File: config.mk
export PLATFORM = sky130hd
export DESIGN_NAME = alu_seq_mul
export DESIGN_NICKNAME = d
export VERILOG_FILES = /design/src/rtl/alu_seq_mul.sv
export SDC_FILE = /design/constraint.sdc
export NUM_CORES = 1
export LEC_CHECK = 0
export BUFFER_PORTS_ARGS = -buffer_cell sky130_fd_sc_hd__buf_2
export CAP_MARGIN = 20
export CELL_PAD_IN_SITES_DETAIL_PLACEMENT = 1
export CELL_PAD_IN_SITES_GLOBAL_PLACEMENT = 1
export CORE_MARGIN = 3
export CORE_UTILIZATION = 35
export CTS_CLUSTER_SIZE = 12
export DETAILED_ROUTE_END_ITERATION = 8
export GPL_ROUTABILITY_DRIVEN = 0
export PLACE_DENSITY = 0.69
export SYNTH_ARGS = -nofsm -noshare
export SYNTH_HDL_FRONTEND = slang
export SYNTH_SLANG_ARGS = --single-unit
File: constraint.sdc
create_clock -name clk -period 2.4 [get_ports clk]
set_input_delay 0.6 -clock clk [delete_from_list [all_inputs] [get_ports clk]]
set_output_delay 0.6 -clock clk [all_outputs]
set_load 0.03 [all_outputs]
File: src/rtl/alu_seq_mul.sv
// Iterative radix-2 shift-add multiplier: one operand pair in, a 2*WIDTH-bit product out after WIDTH cycles.
// Optional signed operation is enabled by defining ALU_MUL_SIGNED_EN.
module alu_seq_mul #(
    parameter int unsigned WIDTH = 32
) (
    input  logic             clk,
    input  logic             rst,
    input  logic             in_valid,
    output logic             in_ready,
    input  logic [WIDTH-1:0] a,
    input  logic [WIDTH-1:0] b,
`ifdef ALU_MUL_SIGNED_EN
    input  logic             op_signed,
`endif
    output logic             out_valid,
    input  logic             out_ready,
    output logic [WIDTH-1:0] prod_lo,
    output logic [WIDTH-1:0] prod_hi
);

    localparam int unsigned CNT_W  = (WIDTH > 1) ? $clog2(WIDTH) : 1;
    localparam int unsigned PROD_W = 2 * WIDTH;

    typedef enum logic [1:0] {
        IDLE = 2'd0,
        RUN  = 2'd1,
        DONE = 2'd2
    } state_e;

    state_e             state_q, state_d;
    logic [CNT_W-1:0]   count_q, count_d;
    logic [WIDTH-1:0]   mcand_q, mcand_d;
    logic [WIDTH-1:0]   mplier_q, mplier_d;
    logic [WIDTH:0]     acc_q, acc_d;
    logic [WIDTH-1:0]   prod_hi_q, prod_hi_d;
    logic [WIDTH-1:0]   prod_lo_q, prod_lo_d;
    logic               out_valid_q, out_valid_d;
    logic               in_ready_q, in_ready_d;

    logic [WIDTH-1:0]   addend_c;
    logic [WIDTH:0]     sum_c;
    logic [PROD_W-1:0]  full_c;
    logic [PROD_W-1:0]  result_c;
    logic [WIDTH-1:0]   a_in_c;
    logic [WIDTH-1:0]   b_in_c;

`ifdef ALU_MUL_SIGNED_EN
    logic               neg_q, neg_d;
`endif

    // State and datapath registers
    always_ff @(posedge clk or negedge rst) begin
        if (!rst) begin
            state_q     <= IDLE;
            count_q     <= '0;
            mcand_q     <= '0;
            mplier_q    <= '0;
            acc_q       <= '0;
            prod_hi_q   <= '0;
            prod_lo_q   <= '0;
            out_valid_q <= 1'b0;
            in_ready_q  <= 1'b1;
`ifdef ALU_MUL_SIGNED_EN
            neg_q       <= 1'b0;
`endif
        end else begin
            state_q     <= state_d;
            count_q     <= count_d;
            mcand_q     <= mcand_d;
            mplier_q    <= mplier_d;
            acc_q       <= acc_d;
            prod_hi_q   <= prod_hi_d;
            prod_lo_q   <= prod_lo_d;
            out_valid_q <= out_valid_d;
            in_ready_q  <= in_ready_d;
`ifdef ALU_MUL_SIGNED_EN
            neg_q       <= neg_d;
`endif
        end
    end

    // Next-state, one shift-add step per RUN cycle
    always_comb begin
        state_d     = state_q;
        count_d     = count_q;
        mcand_d     = mcand_q;
        mplier_d    = mplier_q;
        acc_d       = acc_q;
        prod_hi_d   = prod_hi_q;
        prod_lo_d   = prod_lo_q;
        out_valid_d = out_valid_q;
        in_ready_d  = in_ready_q;

        addend_c = mplier_q[0] ? mcand_q : '0;
        sum_c    = acc_q + {1'b0, addend_c};
        // Final {acc, multiplier} after the last right shift
        full_c   = {sum_c, mplier_q[WIDTH-1:1]};

`ifdef ALU_MUL_SIGNED_EN
        neg_d    = neg_q;
        a_in_c   = (op_signed && a[WIDTH-1]) ? (~a + WIDTH'(1)) : a;
        b_in_c   = (op_signed && b[WIDTH-1]) ? (~b + WIDTH'(1)) : b;
        result_c = neg_q ? (~full_c + PROD_W'(1)) : full_c;
`else
        a_in_c   = a;
        b_in_c   = b;
        result_c = full_c;
`endif

        unique case (state_q)
            IDLE: begin
                if (in_valid) begin
                    mcand_d    = a_in_c;
                    mplier_d   = b_in_c;
                    acc_d      = '0;
                    count_d    = '0;
                    in_ready_d = 1'b0;
                    state_d    = RUN;
`ifdef ALU_MUL_SIGNED_EN
                    neg_d      = op_signed & (a[WIDTH-1] ^ b[WIDTH-1]);
`endif
                end
            end
            RUN: begin
                acc_d    = {1'b0, sum_c[WIDTH:1]};
                mplier_d = {sum_c[0], mplier_q[WIDTH-1:1]};
                count_d  = count_q + CNT_W'(1);
                if (count_q == CNT_W'(WIDTH - 1)) begin
                    prod_hi_d   = result_c[PROD_W-1:WIDTH];
                    prod_lo_d   = result_c[WIDTH-1:0];
                    out_valid_d = 1'b1;
                    state_d     = DONE;
                end
            end
            DONE: begin
                if (out_ready) begin
                    out_valid_d = 1'b0;
                    in_ready_d  = 1'b1;
                    state_d     = IDLE;
                end
            end
            default: begin
                out_valid_d = 1'b0;
                in_ready_d  = 1'b1;
                state_d     = IDLE;
            end
        endcase
    end

    assign in_ready  = in_ready_q;
    assign out_valid = out_valid_q;
    assign prod_hi   = prod_hi_q;
    assign prod_lo   = prod_lo_q;

endmodule

Word-level counts from Yosys, hierarchy flattened
Cells that the tools add are included.
{ "classes": {"addsub": 2, "eq_ne": 6, "muxes": 17, "bitwise_logic": 2, "reduce_logical": 8} }
{ "ops": {"columns": ["op", "count"], "rows": [
  ["case mux 33 bit (2 select lines)", 1],
  ["2-to-1 mux 32 bit", 2],
  ["case mux 32 bit (2 select lines)", 1],
  ["adder 33 x 32 -> 33 bit", 1],
  ["2-to-1 mux 33 bit", 1],
  ["case mux 5 bit (2 select lines)", 1],
  ["AND reduction 3 bit", 3],
  ["2-to-1 mux 2 bit", 3],
  ["!= test 2 bit (second input constant)", 3],
  ["case mux 1 bit (3 select lines)", 2],
  ["case mux 2 bit (3 select lines)", 1],
  ["AND reduction 2 bit", 3],
  ["adder 5 x 1 -> 5 bit (second input constant)", 1],
  ["== test 5 bit (second input constant)", 1],
  ["2-to-1 mux 5 bit", 1],
  ["2-to-1 mux 1 bit", 4],
  ["== test 2 x 1 -> 1 bit (second input constant)", 1],
  ["== test 2 bit (second input constant)", 1],
  ["zero test 2 bit", 1],
  ["NOT 1 bit", 2],
  ["nonzero test 2 bit", 1]
]} }
{ "totals": {"register_bits": 170, "out_inout_bits": 66, "wordCells": 44} }

Logic depth before layout (Yosys ltp)
{ "logic_depth": {"depth_word": 3, "ltp_mapped": 11, "depth_no_buf": 11} }

Worst setup path before layout
OpenSTA, ideal clock, no wires.
{ "synth_timing": {"kind": "flip-flop to flip-flop", "startpoint": "reg mplier_q[0]", "endpoint": "reg acc_q[29]", "arrival_ps": 2461, "slack_ps": -193, "stages_incl_launch_ff": 11, "n_path_buf": 1, "synth_period_minus_slack_ps": 2593, "path_cell_list": "dfrtp_1 -> clkbuf_1 -> and2_1 -> ha_1 -> a21o_1 -> o21bai_1 -> a221o_1 -> a31o_4 -> a22oi_4 -> nor3_2 -> or3_1"} }
{ "synth_between": {"elab_chain_len": 3} }
{ "synth_lines": {"columns": ["item", "line", "rtl"], "rows": [
  ["start: declaration", "33", "logic [WIDTH-1:0] mplier_q, mplier_d;"],
  ["start signal: assignment", "70", "mplier_q <= mplier_d;"],
  ["2-to-1 mux 32 bit", "94", "addend_c = mplier_q[0] ? mcand_q : '0;"],
  ["adder 33 x 32 -> 33 bit", "95", "sum_c = acc_q + {1'b0, addend_c};"],
  ["case mux 33 bit (2 select lines)", "110", "unique case (state_q)"],
  ["end signal: assignment", "58", "acc_q <= '0;"],
  ["end signal: assignment", "71", "acc_q <= acc_d;"],
  ["end: declaration", "34", "logic [WIDTH:0] acc_q, acc_d;"]
]} }
Every way passes these cells.
A chain may end at the register's enable or synchronous reset.

Worst setup path after layout
Same ends and word-level chain as after synthesis.

==> key figures <==
Detailed routing
  • DR WL/cell: 18.9 um
  • Routed Antenna Nets: 0
  • Final WL: 30200 um
  • Drt drc: 0
  • DRT Pass-1 Iters: 4
  • Avg Vias per Cell: 5.17
  • Initial DRC Count: 444
  • Vias: 8257

Clocking
  • CTS tree: built
  • CTS Root Cell: clkbuf_16
  • H-tree depth: 4
  • CTS clk-pin slew, worst paths: 0.08 ns
  • Longest Clk Path Bufs: 2
  • CTS Buf Count: 17
  • Worst skew pair latency: 0.45 ns
  • CTS sink cnt: 169

Timing
  • Final Setup Violations: 47
  • Final hold vios: 0
  • Worst Tran Pin Value: 0.529 ns
  • Final cycle utilization of the critical path: 1.15
  • Relative slew slack: 0.647
  • RSZ-0062 raised after global routing: true
  • Slew Viols, Final: 0
  • WHS: 0.114 ns
  • Clk_skew: 0.0144 ns
  • PnR worst setup slack: -0.369 ns
  • Post-layout min period: 2.77 ns
  • Total negative setup slack: -9.37 ns
  • Max Freq: 361 MHz

Synthesis
  • Syn nets: 1125
  • Post-Synth XOR/XNOR Area: 0.0260
  • Fraction of registers with async set/reset: 1.00
  • Syn avg cell area: 8.57 sq um
  • Largest family of logic cells by synthesized area: simple AND/OR/NAND/NOR gates
  • Post-Synth Simple-Gate Area: 0.251
  • Post-Synth Adder-Cell Area: 0.0509
  • Synth cell types: 57
  • Post-synthesis sequential area ratio: 0.483
  • Complex-gate fraction of the synthesized area: 0.152
  • Post-synthesis mux area share: 0.00457
  • Mapped Area: 0.00876 sq mm
  • Seq cells post-synth: 169
  • Syn. warnings: 0
  • Synth Flop Type: dfrtp_1
  • Cells after synthesis: 1022
  • EDFF count, synth: 0

Floorplanning
  • Boundary Pins: 134
  • Core area: 0.0245 sq mm
  • Die ar.: 0.0270 sq mm
  • Initial core utilization: 0.358
  • Die width: 164 um
  • Die H: 164 um
  • Row count: 57

Power and ir drop
  • Pwr dens: 1780 mW/mm^2
  • Static leakage: 6.03 nW
  • Overall power: 21.9 mW
  • Worst VDD drop: 0.635 mV

Run status
  • Violated checks: setup timing
  • Status: complete, but fails checks

Setup path
  • Worst path arrival time: 3.10 ns
  • Worst setup SP type: register
  • Worst setup EP type: register
  • CP Class: register to register
  • CP required: 2.73 ns
  • Crit path max fanout: 21

Finish
  • Area occupied by multi-input gates: 0.00505 sq mm
  • Final core occ: 0.502
  • Fill cells: 2835
  • Nets@finish: 1361
  • Share of cells above drive strength 1: 0.339
  • Area Growth Syn to Fin: 40.3%
  • Register area: 0.00423 sq mm

GRT
  • Initial antenna violation count: 3
  • Grt total ovfl: 0
  • Vias in the first global route: 8832
  • First-pass GRT wire length: 48000 um
  • GRT Util Overall: 0.225
  • Largest net degree at the start of global routing: 68

Place
  • Setup Slack @ Placement: -0.582 ns
  • DP Wirelength: 19200 um
  • Port Buffers: 133

Worst hold path
  • Worst hold path type: input port to async pin

Job
  • MaxCap Viol Count: 0
cells in the final DEF, fill, tap and decap left out, types with 4 or more instances in the layout:
cell type,n
nand2_1,320
dfrtp_1,167
buf_2,132
buf_4,126
nor2_1,48
nand3_1,40
o21ai_1,38
a31oi_1,33
o21ai_0,32
and2_1,27
a21oi_1,24
ha_4,19
clkbuf_16,17
a21o_1,15
nand4_1,14
ha_1,14
buf_6,14
inv_1,9
a21oi_4,9
xor2_2,9
xor2_1,8
buf_12,8
and2_4,7
and3_1,7
nand2_2,6
a21oi_2,6
nor2_2,5
o21a_1,5
xnor2_2,5
clkinv_8,5
a211oi_2,4
o211ai_1,4
and4_1,4
mux2i_1,4
nor2_4,4
inv_8,4
inv_12,4
area by class of cell:
class | instances | area share
clock inverters | 15 | 0.0170
flip-flops and latches | 169 | 0.344
clock buffers | 17 | 0.0346
repair buffers | 280 | 0.157
well taps | 324 | 0.0330
inverters | 9 | 0.00275
diodes | 1 | 0.000204
multi-input cells | 781 | 0.411
registers in the layout, summed over array words and instances, names as in the netlist:
| signal | cells |
|---|---|
| prod_hi | 32 |
| out_valid | 1 |
| in_ready | 1 |
| mplier_q | 32 |
| mcand_q | 32 |
| count_q | 5 |
| state_q | 2 |
| prod_lo | 32 |
| acc_q | 32 |
cells by family after synthesis:
kind of cell,Yosys count
flip-flops,169
multiplexers,4
adder cells (fa/ha/maj),35
buffers and inverters,72
AND/OR/NAND/NOR,509
AO/OA/AOI/OAI,207
XOR/XNOR,26
repair_timing:
| item | CTS | global route |
|---|---|---|
| pin swaps | 40 | 33 |
| endpoints found under the setup margin | 54 | 55 |
| buffers inserted | 14 | 8 |
| resized for setup | 141 | 47 |
| hold buffers | 0 | 0 |
per-layer routing:
| metal | vias up | share of wire | track usage |
|---|---|---|---|
| li1 | 3933 | - | - |
| met1 | 4142 | 0.45 | 0.295 |
| met2 | 140 | 0.49 | 0.377 |
| met3 | 38 | 0.039 | 0.0444 |
| met4 | 4 | 0.018 | 0.0631 |
| met5 | - | 0.00069 | 0 |
stage by stage:
step,instance area (sq um),cells
after floorplan,8800,1022
after global placement,10700,1544
after detailed placement,10700,1544
after CTS,12000,1589
after global routing,12300,1596
final,12300,1596
final timing paths:
| kind | slack [ns] | to | cells past startpoint | from |
|---|---|---|---|---|
| max | -0.37 | acc_q[29]$_DFFE_PN0P_ | 10 | mplier_q[0]$_DFFE_PN0P_ |
| min | 0.11 | prod_hi[17]$_DFFE_PN0P_ | 1 | rst |
| max reg2reg | -0.37 | acc_q[29]$_DFFE_PN0P_ | 10 | mplier_q[0]$_DFFE_PN0P_ |
| min reg2reg | 0.47 | prod_lo[30]$_DFFE_PN0P_ | 2 | prod_lo[30]$_DFFE_PN0P_ |
| max in group asynchronous | 1.62 | mplier_q[3]$_DFFE_PN0P_ | 2 | rst |
| min in group clk | 0.33 | mcand_q[31]$_DFFE_PN0P_ | 3 | a[31] |
power by group:
group          internal (mW)  switching [mW]
logic                   6.20            7.58
registers               4.16           0.934
clock network           1.46            1.53
critical path, cell delays in order (launching register included):
cell	delay, ns
dfrtp_2	0.47
buf_12	0.18
and2_1	0.14
ha_1	0.33
and4_1	0.20
a221o_1	0.39
a31o_4	0.25
a22oi_4	0.19
buf_6	0.14
nor3_2	0.03
or3_1	0.34
synth_stat cells (11+ instances only):
master	n	area, sq um
nand4_1	14	87.6
a21o_1	15	113
dfrtp_1	168	4200
ha_1	34	425
and2_1	34	213
clkbuf_1	42	158
a31oi_1	35	219
nand2_1	329	1230
nor2_1	57	214
o21ai_0	68	340
buf_2	11	55.1
xor2_1	17	149
nand3_1	41	205
a21oi_1	36	180
Note: power is estimated with default switching activity, not from simulation.
